`src/rtl/alu_pkg.sv`:
```
// ----------------------------------------------------------------------------
// alu_pkg
// Shared constants for the execute-stage ALU and the ALU control decoder:
// 5-bit op codes, FSM state encoding and shifter operation encoding.
// ----------------------------------------------------------------------------
package alu_pkg;

  localparam int unsigned ALU_OP_W = 5;

  localparam logic [ALU_OP_W-1:0] ALU_OP_ADD  = 5'b00000;
  localparam logic [ALU_OP_W-1:0] ALU_OP_SUB  = 5'b00010;
  localparam logic [ALU_OP_W-1:0] ALU_OP_SLL  = 5'b00100;
  localparam logic [ALU_OP_W-1:0] ALU_OP_SLT  = 5'b01000;
  localparam logic [ALU_OP_W-1:0] ALU_OP_SLTU = 5'b01100;
  localparam logic [ALU_OP_W-1:0] ALU_OP_XOR  = 5'b10000;
  localparam logic [ALU_OP_W-1:0] ALU_OP_SRL  = 5'b10100;
  localparam logic [ALU_OP_W-1:0] ALU_OP_SRA  = 5'b10110;
  localparam logic [ALU_OP_W-1:0] ALU_OP_OR   = 5'b11000;
  localparam logic [ALU_OP_W-1:0] ALU_OP_AND  = 5'b11100;
  localparam logic [ALU_OP_W-1:0] ALU_OP_BGE  = 5'b11010;
  localparam logic [ALU_OP_W-1:0] ALU_OP_BGEU = 5'b11110;
  localparam logic [ALU_OP_W-1:0] ALU_OP_LUI  = 5'b11101;
  localparam logic [ALU_OP_W-1:0] ALU_OP_ILL  = 5'b11111;

  typedef enum logic {
    StIdle  = 1'b0,
    StShift = 1'b1
  } alu_state_e;

  typedef enum logic [1:0] {
    ShSll = 2'd0,
    ShSrl = 2'd1,
    ShSra = 2'd2
  } alu_sh_op_e;

  function automatic logic is_shift_op(input logic [ALU_OP_W-1:0] op);
    return (op == ALU_OP_SLL) || (op == ALU_OP_SRL) || (op == ALU_OP_SRA);
  endfunction

  function automatic alu_sh_op_e sh_op_of(input logic [ALU_OP_W-1:0] op);
    case (op)
      ALU_OP_SRL: return ShSrl;
      ALU_OP_SRA: return ShSra;
      default:    return ShSll;
    endcase
  endfunction

endpackage

```
`src/rtl/alu_shift_unit.sv`:
```
// ----------------------------------------------------------------------------
// alu_shift_unit
// Shifter for sll/srl/sra. Iterative 1-bit-per-cycle by default; a
// combinational barrel shifter when ALU_BARREL_SHIFT_EN is defined.
// Ports:
//   i_clk, i_rst   clock, async active-high reset (unused in barrel build)
//   i_start        load value/amount/op (iterative build)
//   i_op           shift kind
//   iv_value       value to shift
//   iv_amount      shift amount
//   o_done         remaining count is zero (always 1 in barrel build)
//   ov_result      working register (iterative) or shifted value (barrel)
// ----------------------------------------------------------------------------
module alu_shift_unit
  import alu_pkg::*;
#(
  parameter int unsigned DATA_W  = 32,
  parameter int unsigned SHAMT_W = $clog2(DATA_W)
) (
  input  logic               i_clk,
  input  logic               i_rst,
  input  logic               i_start,
  input  alu_sh_op_e         i_op,
  input  logic [DATA_W-1:0]  iv_value,
  input  logic [SHAMT_W-1:0] iv_amount,
  output logic               o_done,
  output logic [DATA_W-1:0]  ov_result
);

`ifdef ALU_BARREL_SHIFT_EN

  logic w_unused;
  assign w_unused = ^{i_clk, i_rst, i_start};

  always_comb begin
    ov_result = iv_value;
    case (i_op)
      ShSll:   ov_result = iv_value << iv_amount;
      ShSrl:   ov_result = iv_value >> iv_amount;
      ShSra:   ov_result = DATA_W'($signed(iv_value) >>> iv_amount);
      default: ov_result = iv_value;
    endcase
  end

  assign o_done = 1'b1;

`else

  logic [DATA_W-1:0]  r_work;
  logic [SHAMT_W-1:0] r_cnt;
  alu_sh_op_e         r_op;
  logic [DATA_W-1:0]  w_step;

  always_comb begin
    w_step = r_work;
    case (r_op)
      ShSll:   w_step = {r_work[DATA_W-2:0], 1'b0};
      ShSrl:   w_step = {1'b0, r_work[DATA_W-1:1]};
      ShSra:   w_step = {r_work[DATA_W-1], r_work[DATA_W-1:1]};
      default: w_step = r_work;
    endcase
  end

  // Counter parks at zero; the top only looks at o_done while in StShift.
  always_ff @(posedge i_clk or posedge i_rst) begin
    if (i_rst) begin
      r_work <= '0;
      r_cnt  <= '0;
      r_op   <= ShSll;
    end else if (i_start) begin
      r_work <= iv_value;
      r_cnt  <= iv_amount;
      r_op   <= i_op;
    end else if (r_cnt != '0) begin
      r_work <= w_step;
      r_cnt  <= r_cnt - SHAMT_W'(1);
    end
  end

  assign o_done    = (r_cnt == '0);
  assign ov_result = r_work;

`endif

endmodule

```
`src/rtl/alu_exec_unit.sv`:
```
// ----------------------------------------------------------------------------
// alu_exec_unit
// Execute-stage ALU. Single-cycle logic/arith/compare/LUI ops; shifts via
// alu_shift_unit (iterative, multi-cycle with valid/ready handshake).
// Build option: ALU_BARREL_SHIFT_EN -> single-cycle barrel shifts, no SHIFT
// state, o_ready tied high.
// Ports:
//   i_clk, i_rst   clock, async active-high reset
//   i_valid        request present
//   o_ready        unit idle; accept on i_valid && o_ready
//   iv_AluOp       5-bit op code
//   iv_A, iv_B     operands
//   o_Valid        one-cycle result pulse
//   ov_Result      result, held until next completion
//   o_Zero         ov_Result == 0
//   o_Illegal      op code unsupported
// ----------------------------------------------------------------------------
module alu_exec_unit
  import alu_pkg::*;
#(
  parameter int unsigned DATA_W = 32
) (
  input  logic                i_clk,
  input  logic                i_rst,
  input  logic                i_valid,
  output logic                o_ready,
  input  logic [ALU_OP_W-1:0] iv_AluOp,
  input  logic [DATA_W-1:0]   iv_A,
  input  logic [DATA_W-1:0]   iv_B,
  output logic                o_Valid,
  output logic [DATA_W-1:0]   ov_Result,
  output logic                o_Zero,
  output logic                o_Illegal
);

  localparam int unsigned SHAMT_W = $clog2(DATA_W);

  logic              w_ready;
  logic              w_accept;
  logic              w_is_shift;
  logic              w_load_alu;
  logic              w_load_sh;
  logic [DATA_W-1:0] w_alu_res;
  logic              w_illegal;
  logic              w_sh_done;
  logic [DATA_W-1:0] w_sh_result;

  logic              r_valid;
  logic [DATA_W-1:0] r_result;
  logic              r_zero;
  logic              r_illegal;

  assign w_accept   = i_valid && w_ready;
  assign w_is_shift = is_shift_op(iv_AluOp);

  // Single-cycle datapath; shift codes are legal but produced elsewhere.
  always_comb begin
    w_alu_res = '0;
    w_illegal = 1'b0;
    case (iv_AluOp)
      ALU_OP_ADD:  w_alu_res = iv_A + iv_B;
      ALU_OP_SUB:  w_alu_res = iv_A - iv_B;
      ALU_OP_SLT:  w_alu_res[0] = $signed(iv_A) < $signed(iv_B);
      ALU_OP_SLTU: w_alu_res[0] = iv_A < iv_B;
      ALU_OP_XOR:  w_alu_res = iv_A ^ iv_B;
      ALU_OP_OR:   w_alu_res = iv_A | iv_B;
      ALU_OP_AND:  w_alu_res = iv_A & iv_B;
      ALU_OP_BGE:  w_alu_res[0] = $signed(iv_A) >= $signed(iv_B);
      ALU_OP_BGEU: w_alu_res[0] = iv_A >= iv_B;
      ALU_OP_LUI:  w_alu_res = iv_B;
      ALU_OP_SLL, ALU_OP_SRL, ALU_OP_SRA: w_alu_res = '0;
      default:     w_illegal = 1'b1;
    endcase
  end

  alu_shift_unit #(
    .DATA_W  (DATA_W),
    .SHAMT_W (SHAMT_W)
  ) u_shift (
    .i_clk     (i_clk),
    .i_rst     (i_rst),
    .i_start   (w_accept && w_is_shift),
    .i_op      (sh_op_of(iv_AluOp)),
    .iv_value  (iv_A),
    .iv_amount (iv_B[SHAMT_W-1:0]),
    .o_done    (w_sh_done),
    .ov_result (w_sh_result)
  );

`ifdef ALU_BARREL_SHIFT_EN

  logic w_unused;
  assign w_unused = w_sh_done;

  assign w_ready    = 1'b1;
  assign w_load_alu = w_accept && !w_is_shift;
  assign w_load_sh  = w_accept && w_is_shift;

`else

  alu_state_e r_state;
  alu_state_e w_state_nxt;
  logic       w_sh_fire;

  always_comb begin
    w_state_nxt = r_state;
    w_sh_fire   = 1'b0;
    unique case (r_state)
      StIdle: begin
        if (w_accept && w_is_shift) w_state_nxt = StShift;
      end
      StShift: begin
        if (w_sh_done) begin
          w_state_nxt = StIdle;
          w_sh_fire   = 1'b1;
        end
      end
      default: w_state_nxt = StIdle;
    endcase
  end

  always_ff @(posedge i_clk or posedge i_rst) begin
    if (i_rst) r_state <= StIdle;
    else       r_state <= w_state_nxt;
  end

  assign w_ready    = (r_state == StIdle);
  assign w_load_alu = w_accept && !w_is_shift;
  assign w_load_sh  = w_sh_fire;

`endif

  always_ff @(posedge i_clk or posedge i_rst) begin
    if (i_rst) begin
      r_valid   <= 1'b0;
      r_result  <= '0;
      r_zero    <= 1'b1;
      r_illegal <= 1'b0;
    end else begin
      r_valid <= 1'b0;
      if (w_load_alu) begin
        r_valid   <= 1'b1;
        r_result  <= w_alu_res;
        r_zero    <= (w_alu_res == '0);
        r_illegal <= w_illegal;
      end else if (w_load_sh) begin
        r_valid   <= 1'b1;
        r_result  <= w_sh_result;
        r_zero    <= (w_sh_result == '0);
        r_illegal <= 1'b0;
      end
    end
  end

  assign o_ready   = w_ready;
  assign o_Valid   = r_valid;
  assign ov_Result = r_result;
  assign o_Zero    = r_zero;
  assign o_Illegal = r_illegal;

endmodule

```
`config.mk`:
```
export PLATFORM = sky130hd
export DESIGN_NAME = alu_exec_unit
export DESIGN_NICKNAME = d
export VERILOG_FILES = /design/src/rtl/alu_pkg.sv /design/src/rtl/alu_shift_unit.sv /design/src/rtl/alu_exec_unit.sv
export SDC_FILE = /design/constraint.sdc
export NUM_CORES = 1
export LEC_CHECK = 0
export ABC_AREA = 1
export CAP_MARGIN = 15
export CELL_PAD_IN_SITES_DETAIL_PLACEMENT = 1
export CELL_PAD_IN_SITES_GLOBAL_PLACEMENT = 1
export CORE_UTILIZATION = 28
export DETAILED_ROUTE_END_ITERATION = 8
export HOLD_SLACK_MARGIN = 0.05
export PLACE_DENSITY_LB_ADDON = 0.1
export SLEW_MARGIN = 20
export SYNTH_ARGS = -nofsm -noshare
export SYNTH_HDL_FRONTEND = slang
export SYNTH_SLANG_ARGS = --single-unit
```
`constraint.sdc`:
```
create_clock -name i_clk -period 6.25 [get_ports i_clk]
set_clock_uncertainty 0.2 [all_clocks]
set_input_delay 0.625 -clock i_clk [delete_from_list [all_inputs] [get_ports i_clk]]
set_output_delay 0.625 -clock i_clk [all_outputs]
set_load 0.02 [all_outputs]
```
==> results.toml <==
[cts]
clk_path_buf_depth = 2
cts_hold_buf = 0
htree_num_levels = 3
cts_tree = "yes"
clock_sinks = 75
post_cts_buffers = 0
cts_buffers = 9
clk_pin_slew_worst_paths_ns = 0.06
clock_latency_ns = 0.34
root_buffer = "clkbuf_16"
cts-resized-gates = 0

[timing]
hold_violations = 0
finalCriticalPeriod_ns = 4.02
fmax_mhz = 249
fin_ws_ns = 2.23
relSlewSlack_pct = 27.1
period_share_pct = 64.3
setup_tns_ns = 0
hold_ws_ns = 0.307
setup_viol = 0
worst_slew_pin_slew_ns = 1.09
rsz0062_at_grt = "no"
slew_viol_final = 0

[global_route]
grt_max_degree = 76
first_global_vias = 12600
antenna_found_initial = 0
grt_pass1_wl_um = 77700
grt_usage_pct = 26.5
grt.overflow.total = 0

[setup_path]
critPathMaxFanout = 9
start_kind = "input pin"
arrival_ns = 4.09
reg2reg_slack_ns = 2.67
cp-end-kind = "flop"
worst-endpoint-required_ns = 6.32
critPathKind = "in2reg"

[placed_design]
dp_slack_ns = 1.85
place_hpwl_um = 42600
port-buffer-count = 107
place_area_um2 = 12200
gp_congestion = 0.904

[logic_synthesis]
synth_area_um2 = 10800
ys_warn_count = 0
yosysUniqueCellTypes = 47
post_synth_inst_count = 1796
async_flop_share_pct = 100
synth_ff_type = "dfrtp_1"
synth_top_cell_area_share_pct = 17.1
synth_edf_count = 0
ys_ff_latch = 75
synth.area.top_cells = "dfrtp_1 17%, nand2_1 16%, ha_1 12%"
yosys.area.top_type = "dfrtp_1"
syn_nets = 1971
avgSynthCellArea_um2 = 6.04
ys_seq_area_share_pct = 17.3

[power]
ir_worst_vdd_mv = 0.350
switchingPower_w = 0.00170
power_per_cell_area_nw_per_um2 = 268
combPwrFrac_pct = 58.7
power.leakage_nw = 6.15
switching_share_pct = 50.8
pwr-share-clk_pct = 16.2
p_seq_share_pct = 25.1
p_int_w = 0.00164

[final_layout]
area_growth_pct = 14.9
fill_cells = 4920
layout.nets = 2019
fin_util_pct = 32.9
stdcell_area_um2 = 12500
drive_gt1_share_pct = 6.71

[die]
initial_core_util_pct = 28.6
die_h_um = 199
fp.dieW_um = 199
io_pins = 108
rows = 71
die-area_um2 = 39500
core_um2 = 37900

[drt]
wl_met1_um = 25000
wl_um = 51900
drc_errors = 0
met2WireLength_um = 23300
num_vias = 12400
ant_nets = 0
drt_iter0_drc = 1042
wl_per_cell_um = 22.0
viasPerCell = 5.26
highest_layer = "met4"
dr.pass1.iters = 5
wl_met3_um = 2440

[status]
status = "completed"

[min_path]
hold_class = "reg2reg"

[job]
maxCapViolCount = 0
==> metal layers <==
layer | GRT usage [%] | vias up
met5 | 0 | -
met1 | 37.5 | 6112
met2 | 42.3 | 321
met4 | 7.18 | 0
li1 | - | 5948
met3 | 2.88 | 47
==> per-stage QoR <==
step / std cells / total power [W]
finish: 2361 / 0.00334
global placement: 2344 / 0.00278
CTS: 2360 / 0.00335
global route: 2360 / 0.00358
floorplan: 1796 / 0.00203
detailed placement: 2344 / 0.00278
==> layout by cell type (no fill, tap or decap), types with 21 or more instances in the layout <==
| master | synthesis | layout |
|---|---|---|
| dfrtp_1 | 74 | 74 |
| inv_1 | 293 | 291 |
| nor2_2 | 19 | 22 |
| nor2_1 | 147 | 143 |
| nor3_1 | 21 | 21 |
| a21oi_1 | 54 | 54 |
| nand3_1 | 226 | 226 |
| nand2_1 | 453 | 452 |
| o221ai_1 | 36 | 36 |
| clkdlybuf4s50_1 | 0 | 107 |
| nand4_1 | 31 | 31 |
| o21ai_0 | 74 | 74 |
| o22ai_1 | 35 | 35 |
| ha_1 | 101 | 101 |
==> worst paths after layout <==
check                                        end       startpoint  cells after the start
max                                       o_Zero         iv_A[12]                     19
min                                 ov_Result[4]     ov_Result[4]                      2
max reg2reg                 u_shift.ov_result[7]  u_shift.r_op[0]                      7
min reg2reg                         ov_Result[4]     ov_Result[4]                      2
max in group asynchronous   u_shift.ov_result[7]            i_rst                      3
min in group asynchronous  u_shift.ov_result[26]            i_rst                      3
==> cell usage after synthesis (5+ instances only) <==
library cell,count
a21oi_2,7
a221oi_1,10
nor2_4,6
nor2_1,147
o221ai_1,36
nand4_1,31
o21ai_0,74
nand2_1,453
nor4_1,6
nor2_2,19
xor2_1,5
clkbuf_1,31
ha_1,101
buf_6,15
a21oi_1,54
nor3_1,21
o211ai_1,20
nand2_2,19
buf_2,18
nand3_1,226
inv_1,293
o22ai_1,35
o21ai_1,6
inv_2,20
dfrtp_1,74
buf_4,15
o21bai_1,11
a22oi_1,9
==> critical path, stage by stage <==
cell and delay (ns):
clkdlybuf4s50_1 0.60, inv_1 0.14, ha_1 0.54, nand2_1 0.14
inv_1 0.13, nand2_1 0.13, nor3_1 0.23, nand2_1 0.14
nand2_1 0.18, nand2_1 0.12, nand2_1 0.09, nand2_1 0.05
nand3_1 0.07, nand2_1 0.06, nor2_1 0.32, nand4_1 0.14
nor2_1 0.13, nand3_1 0.10, a21oi_2 0.14
==> final cells by class <==
| cell class | count | area [um2] | area share, % |
|---|---|---|---|
| clock buffer | 12 | 256 | 2.06 |
| tap | 511 | 639 | 5.13 |
| multi-input combinational | 1326 | 7310 | 58.6 |
| sequential | 75 | 1880 | 15.1 |
| inverter | 316 | 1190 | 9.57 |
| timing repair buffer | 116 | 1140 | 9.16 |
| antenna | 1 | 2.50 | 0.0201 |
| clock inverter | 4 | 48.8 | 0.391 |
==> power by group through the flow <==
stage,clock network (W),registers (W),logic (W)
after global routing,0.000575,0.000865,0.00215
after detailed placement,0,0.000844,0.00194
after CTS,0.000558,0.000840,0.00196
after global placement,0,0.000842,0.00194
after floorplan,0,0.000900,0.00113
final,0.000542,0.000839,0.00196
==> registers in the layout (all words and copies together) (netlist names) <==
name	count
o_Valid	1
ov_Result	32
o_Illegal	1
u_shift.ov_result	32
r_state	1
u_shift.r_cnt	5
u_shift.r_op	2
o_Zero	1
==> kinds of logic (layout without fill, tap and decap cells) <==
| family | Yosys count | in the layout | synth area share (%) |
|---|---|---|---|
| other | 0 | 1 | 0 |
| flip-flops | 75 | 75 | 17.3 |
| buffers and inverters | 395 | 448 | 15.5 |
| AO/OA/AOI/OAI | 273 | 273 | 16.2 |
| AND/OR/NAND/NOR | 945 | 945 | 38.6 |
| XOR/XNOR | 5 | 5 | 0.404 |
| adder cells (fa/ha/maj) | 103 | 103 | 12.0 |
Note: power is estimated with default switching activity, not from simulation.
